## config.mk

```make
export PLATFORM = sky130hd
export DESIGN_NAME = frame_demux_dbuf
export DESIGN_NICKNAME = d
export VERILOG_FILES = /design/src/rtl/frame_demux_dbuf.sv
export SDC_FILE = /design/constraint.sdc
export NUM_CORES = 2
export LEC_CHECK = 0
export BUFFER_PORTS_ARGS = -buffer_cell sky130_fd_sc_hd__buf_2
export CAP_MARGIN = 20
export CORE_MARGIN = 2
export CORE_UTILIZATION = 60
export CTS_CLUSTER_SIZE = 40
export DETAILED_ROUTE_END_ITERATION = 16
export PLACE_DENSITY = 0.83
export SLEW_MARGIN = 20
export SYNTH_ARGS = -nofsm -noshare
export SYNTH_HDL_FRONTEND = slang
export SYNTH_SLANG_ARGS = --single-unit
export TNS_END_PERCENT = 20
```

## constraint.sdc

```tcl
create_clock -name clk -period 7.9 [get_ports clk]
set_input_delay 0.395 -clock clk [delete_from_list [all_inputs] [get_ports clk]]
set_output_delay 0.395 -clock clk [all_outputs]
set_load 0.03 [all_outputs]
```

## src/rtl/frame_demux_dbuf.sv

```systemverilog
// Frame demultiplexer with a double buffer.
// Addressed words are collected into a shadow buffer. When a good-CRC edge arrives, the buffer
// is copied one word per clock into the packed output bus. Bad or incomplete frames are
// discarded and counted. Any event that arrives during the copy is flagged as an overrun.
module frame_demux_dbuf #(
  parameter int unsigned N_WORD  = 32,
  parameter int unsigned DATA_W  = 16,
  parameter int unsigned SEL_W   = 8,
  parameter bit          REQ_ALL = 1'b1
) (
  input  logic                       clk,
  input  logic                       reset,
  input  logic [SEL_W-1:0]           select,
  input  logic [DATA_W-1:0]          data_in,
  input  logic                       data_strb,
  input  logic                       crc_valid,
  input  logic                       crc_error,
  output logic [N_WORD*DATA_W-1:0]   data_out,
  output logic                       receive_done,
  output logic                       busy,
  output logic                       overrun,
  output logic [15:0]                frame_cnt,
  output logic [15:0]                err_cnt
);

  localparam int unsigned AW = (N_WORD > 1) ? $clog2(N_WORD) : 1;
  localparam int unsigned IW = $clog2(N_WORD + 1);

  typedef enum logic [0:0] {StIdle, StCopy} state_e;

  state_e state_q, state_d;

  logic strb_q, valid_q, err_q;
  logic strb_edge, valid_edge, err_edge, any_edge;
  logic sel_ok, shadow_we, complete;
  logic start_copy, discard, finish, ovr_set;
  logic rd_en, rd_vld_q, last_word;
  logic [IW-1:0] idx_q, rd_idx_q;
  logic [DATA_W-1:0] rd_data_q;
  logic [DATA_W-1:0] shadow_mem [N_WORD];
  logic [N_WORD-1:0] wr_mask_q, wr_set;
  logic [N_WORD*DATA_W-1:0] data_out_q;
  logic receive_done_q, overrun_q;
  logic [15:0] frame_cnt_q, err_cnt_q;

  // Edge detectors sample through reset so levels held across reset release create no event
  always_ff @(posedge clk) begin
    strb_q  <= data_strb;
    valid_q <= crc_valid;
    err_q   <= crc_error;
  end

  assign strb_edge  = data_strb & ~strb_q;
  assign valid_edge = crc_valid & ~valid_q;
  assign err_edge   = crc_error & ~err_q;
  assign any_edge   = strb_edge | valid_edge | err_edge;

  assign sel_ok    = (32'(select) < N_WORD);
  assign shadow_we = (state_q == StIdle) && strb_edge && sel_ok;

  // One-hot of the word being written this cycle, so a same-cycle commit counts it
  always_comb begin
    wr_set = '0;
    for (int unsigned k = 0; k < N_WORD; k++) begin
      wr_set[k] = shadow_we && (32'(select) == k);
    end
  end

  assign complete  = !REQ_ALL || (&(wr_mask_q | wr_set));
  assign rd_en     = (state_q == StCopy) && (32'(idx_q) < N_WORD);
  assign last_word = rd_vld_q && (32'(rd_idx_q) == N_WORD - 1);

  // Next-state and control decode; the error edge takes priority over a same-cycle valid edge
  always_comb begin
    state_d    = state_q;
    start_copy = 1'b0;
    discard    = 1'b0;
    finish     = 1'b0;
    ovr_set    = 1'b0;
    unique case (state_q)
      StIdle: begin
        if (err_edge) begin
          discard = 1'b1;
        end else if (valid_edge) begin
          if (complete) begin
            start_copy = 1'b1;
            state_d    = StCopy;
          end else begin
            discard = 1'b1;
          end
        end
      end
      StCopy: begin
        ovr_set = any_edge;
        if (last_word) begin
          finish  = 1'b1;
          state_d = StIdle;
        end
      end
      default: state_d = StIdle;
    endcase
  end

  // State register
  always_ff @(posedge clk) begin
    if (reset) state_q <= StIdle;
    else       state_q <= state_d;
  end

  // Shadow buffer: not reset so it can map onto block RAM
  always_ff @(posedge clk) begin
    if (shadow_we) shadow_mem[select[AW-1:0]] <= data_in;
    if (rd_en)     rd_data_q <= shadow_mem[idx_q[AW-1:0]];
  end

  // Copy pipeline, output bus, mask, flags and counters
  always_ff @(posedge clk) begin
    if (reset) begin
      idx_q          <= '0;
      rd_idx_q       <= '0;
      rd_vld_q       <= 1'b0;
      data_out_q     <= '0;
      wr_mask_q      <= '0;
      receive_done_q <= 1'b0;
      overrun_q      <= 1'b0;
      frame_cnt_q    <= '0;
      err_cnt_q      <= '0;
    end else begin
      rd_vld_q <= rd_en;
      if (start_copy) begin
        idx_q <= '0;
      end else if (rd_en) begin
        idx_q    <= idx_q + 1'b1;
        rd_idx_q <= idx_q;
      end
      for (int unsigned k = 0; k < N_WORD; k++) begin
        if (rd_vld_q && (32'(rd_idx_q) == k)) data_out_q[k*DATA_W +: DATA_W] <= rd_data_q;
      end
      if (discard || finish) wr_mask_q <= '0;
      else if (shadow_we)    wr_mask_q <= wr_mask_q | wr_set;
      if (start_copy)  receive_done_q <= 1'b0;
      else if (finish) receive_done_q <= 1'b1;
      if (ovr_set) overrun_q <= 1'b1;
      if (finish)  frame_cnt_q <= frame_cnt_q + 16'd1;
      if (discard) err_cnt_q <= err_cnt_q + 16'd1;
    end
  end

  assign data_out     = data_out_q;
  assign receive_done = receive_done_q;
  assign busy         = (state_q == StCopy);
  assign overrun      = overrun_q;
  assign frame_cnt    = frame_cnt_q;
  assign err_cnt      = err_cnt_q;

endmodule

```

==> impl_metrics.py <==
metrics = {
    "placement": {
        "gp_congestion": 0.875,
        "dp_hpwl_um": 80700,
        "io_buffers": 575,
        "dpl.cell_count": 4821,
    },
    "die": {
        "chipWidth_um": 266,
        "fp-row-count": 96,
        "boundaryPins": 576,
        "fp.dieH_um": 266,
        "die_area_sq_um": 71000,
        "core_sq_um": 68300,
        "start_util": 0.604,
    },
    "cts": {
        "clock_path_buffers": 3,
        "cts_inserted_buffers": 107,
        "post_cts_resized": 0,
        "cts_tree": "built",
        "htree_levels": 3,
        "clock_latency_ns": 0.69,
        "cts_root_buf": "clkbuf_16",
        "postCtsSetupBuffers": 0,
        "clk_pin_slew_ns": 0.06,
        "ctsHoldBuffers": 3,
        "numClockSinks": 1123,
    },
    "routing": {
        "drc": 0,
        "vias": 31600,
        "drtIter0Drc": 4788,
        "drt_pass1_iterations": 6,
        "avgViaCountPerCell": 6.28,
        "routed_wl_um": 133000,
        "drtAntennaViolNets": 0,
        "wl_per_cell_um": 26.5,
    },
    "yosys": {
        "synth_fa_ha_area_frac": 0.000909,
        "netlist.area_leader.share": 0.384,
        "synth-edff-count": 528,
        "ys_types": 53,
        "synthArstFlopShare": 0,
        "syn_avg_cell_area_sq_um": 11.7,
        "yosys.area_share.simple": 0.133,
        "ys_seq_area_frac": 0.672,
        "netlist_area_sq_um": 41300,
        "yosys.area_share.xor_xnor": 0.00424,
        "synth-seq-cells": 1123,
        "synth.area.top_cells": "edfxtp_1, dfxtp_1, nand2_1",
        "synth_top_area_cell": "edfxtp_1",
        "ys.warnings.count": 0,
        "synth_top_family_by_area": "simple AND/OR/NAND/NOR gates",
        "synth_top_flop_cell": "dfxtp_1",
        "synth_mux_area_frac": 0.0921,
        "syn_inst": 3523,
        "syn_nets": 3555,
        "synth_compound_area_frac": 0.0738,
    },
    "sta": {
        "setup_viol": 0,
        "tightest_slew_ns": 1.16,
        "relSlewSlack": 0.226,
        "final_max_slew_viol_count": 0,
        "max_freq_mhz": 207,
        "period_needed_ns": 4.84,
        "hold_viol_final": 0,
        "hold_ws_ns": 0.155,
        "fin_tns_setup_ns": 0,
        "fin_skew_ns": 0.0525,
        "rsz0062_at_grt": "false",
        "final.period_utilization": 0.613,
    },
    "worst_setup_path": {
        "path_buf_inv": 1,
        "endpoint_kind": "flop",
        "cp_top_family": "simple AND/OR/NAND/NOR gates",
        "critPathMaxStageDelay_ns": 0.97,
        "crit_start": "busy",
        "crit_required_ns": 8.50,
        "startpoint_type": "flop",
        "crit_fanout": 24,
        "critical_path_class": "reg2reg",
        "r2r-start": "busy",
        "crit_slowest_cell": "and3_1",
        "crit_path_cell_trace": "nor4_2 > buf_4 > and3_1 > a21oi_1 > or4_1 > nor4_4 > nor2_2 > or3_1 > nor2_1",
        "r2r_slack_ns": 3.06,
        "crit_arrival_ns": 5.45,
    },
    "finish": {
        "fin_util": 0.714,
        "final_nets": 4084,
        "area_growth_pct": 18.1,
        "fin_cells": 5030,
        "final_common_cell": "nand2_1",
        "drive_gt1_frac": 0.255,
        "final_cell_mix": "nand2_1, dfxtp_1, buf_2",
    },
    "global_routing": {
        "overflow": 0,
        "antenna_found_initial": 3,
        "grtUsageTotal": 0.366,
        "grt_pass1_vias": 29600,
        "grt_pass1_wl_um": 192000,
        "grt_max_degree": 169,
    },
    "power_and_ir_drop": {
        "p_leak_uw": 0.0174,
        "fin_total_pwr_uw": 11500,
        "power_density_nw_per_um2": 235,
        "ir_drop_mv": 0.198,
    },
    "run_status": {
        "status": "finished, final reports clean",
    },
    "worst_hold_path": {
        "hold_class": "in2reg",
        "worstHoldStart": "select[1]",
    },
    "job": {
        "maxCapViolCount": 0,
    },
}
==> cell usage after synthesis, types with 14 or more instances <==
cell type / number
nor3_1: 16
nor2_1: 125
clkbuf_1: 211
mux4_2: 160
nand4_1: 14
dfxtp_1: 595
a31oi_1: 14
a21oi_1: 542
edfxtp_1: 528
nand2_1: 1096
nand3_1: 24
buf_1: 18
mux2_2: 17
==> power by group <==
group          leakage, uW  internal (uW)  switching [uW]  total (uW)
combinational      0.00605           18.8             114         133
sequential         0.00954           6080            3.36        6080
clock              0.00180           3010            2260        5270
total               0.0174           9110            2370       11500
==> stage by stage <==
stage	instance area [sq um]	worst slack, ns
finish	48800	3.06
global route	48800	2.84
CTS	48800	3.12
detailed placement	45100	3.02
global placement	45000	3.12
floorplan	41300	4.58
==> worst paths after layout <==
check                  endpoint  depth (start not counted)
setup / recovery  wr_mask_q[27]                          9
hold / removal    wr_mask_q[17]                          4
setup reg to reg  wr_mask_q[27]                          9
hold reg to reg         overrun                          2
==> layer usage <==
metal,part of all wire,vias to the layer above,global-route usage
met1,0.34,15200,0.448
li1,-,13400,-
met4,0.070,8,0.214
met5,0.00053,-,0.00347
met2,0.47,2391,0.591
met3,0.12,627,0.0930
==> worst min-delay path: cells and delay by family <==
kind	cells	cell delay, ns
compound gates	1	0.07
simple gates	2	0.15
buf+inv	1	0.17
==> final cells by class <==
cell class | instances | area (sq um)
diodes | 1 | 2.50
flip-flops and latches | 1123 | 27800
fillers | 4391 | 19600
well taps | 882 | 1100
repair buffers | 657 | 3540
inverters | 12 | 45.0
clock inverters | 59 | 598
clock buffers | 145 | 3050
multi-input cells | 2151 | 12700
==> logic make-up (layout without fill, tap and decap cells) <==
family | Yosys count | count (layout)
and+or+nand+nor | 1360 | 1360
DFF | 1123 | 1123
other | 0 | 1
muxes | 178 | 178
adders and majority gates | 3 | 3
xor gates and xnor gates | 20 | 20
buffers and inverters | 249 | 873
AOI/OAI and AO/OA | 590 | 590
==> state kept, by name, indices dropped and copies added, names as in the netlist, 6 cells and up <==
signal	count
data_out	512
shadow_mem	512
wr_mask_q	32
err_cnt	16
frame_cnt	16
rd_data_q	16
idx_q	6
rd_idx_q	6
Note: power is estimated with default switching activity, not from simulation.
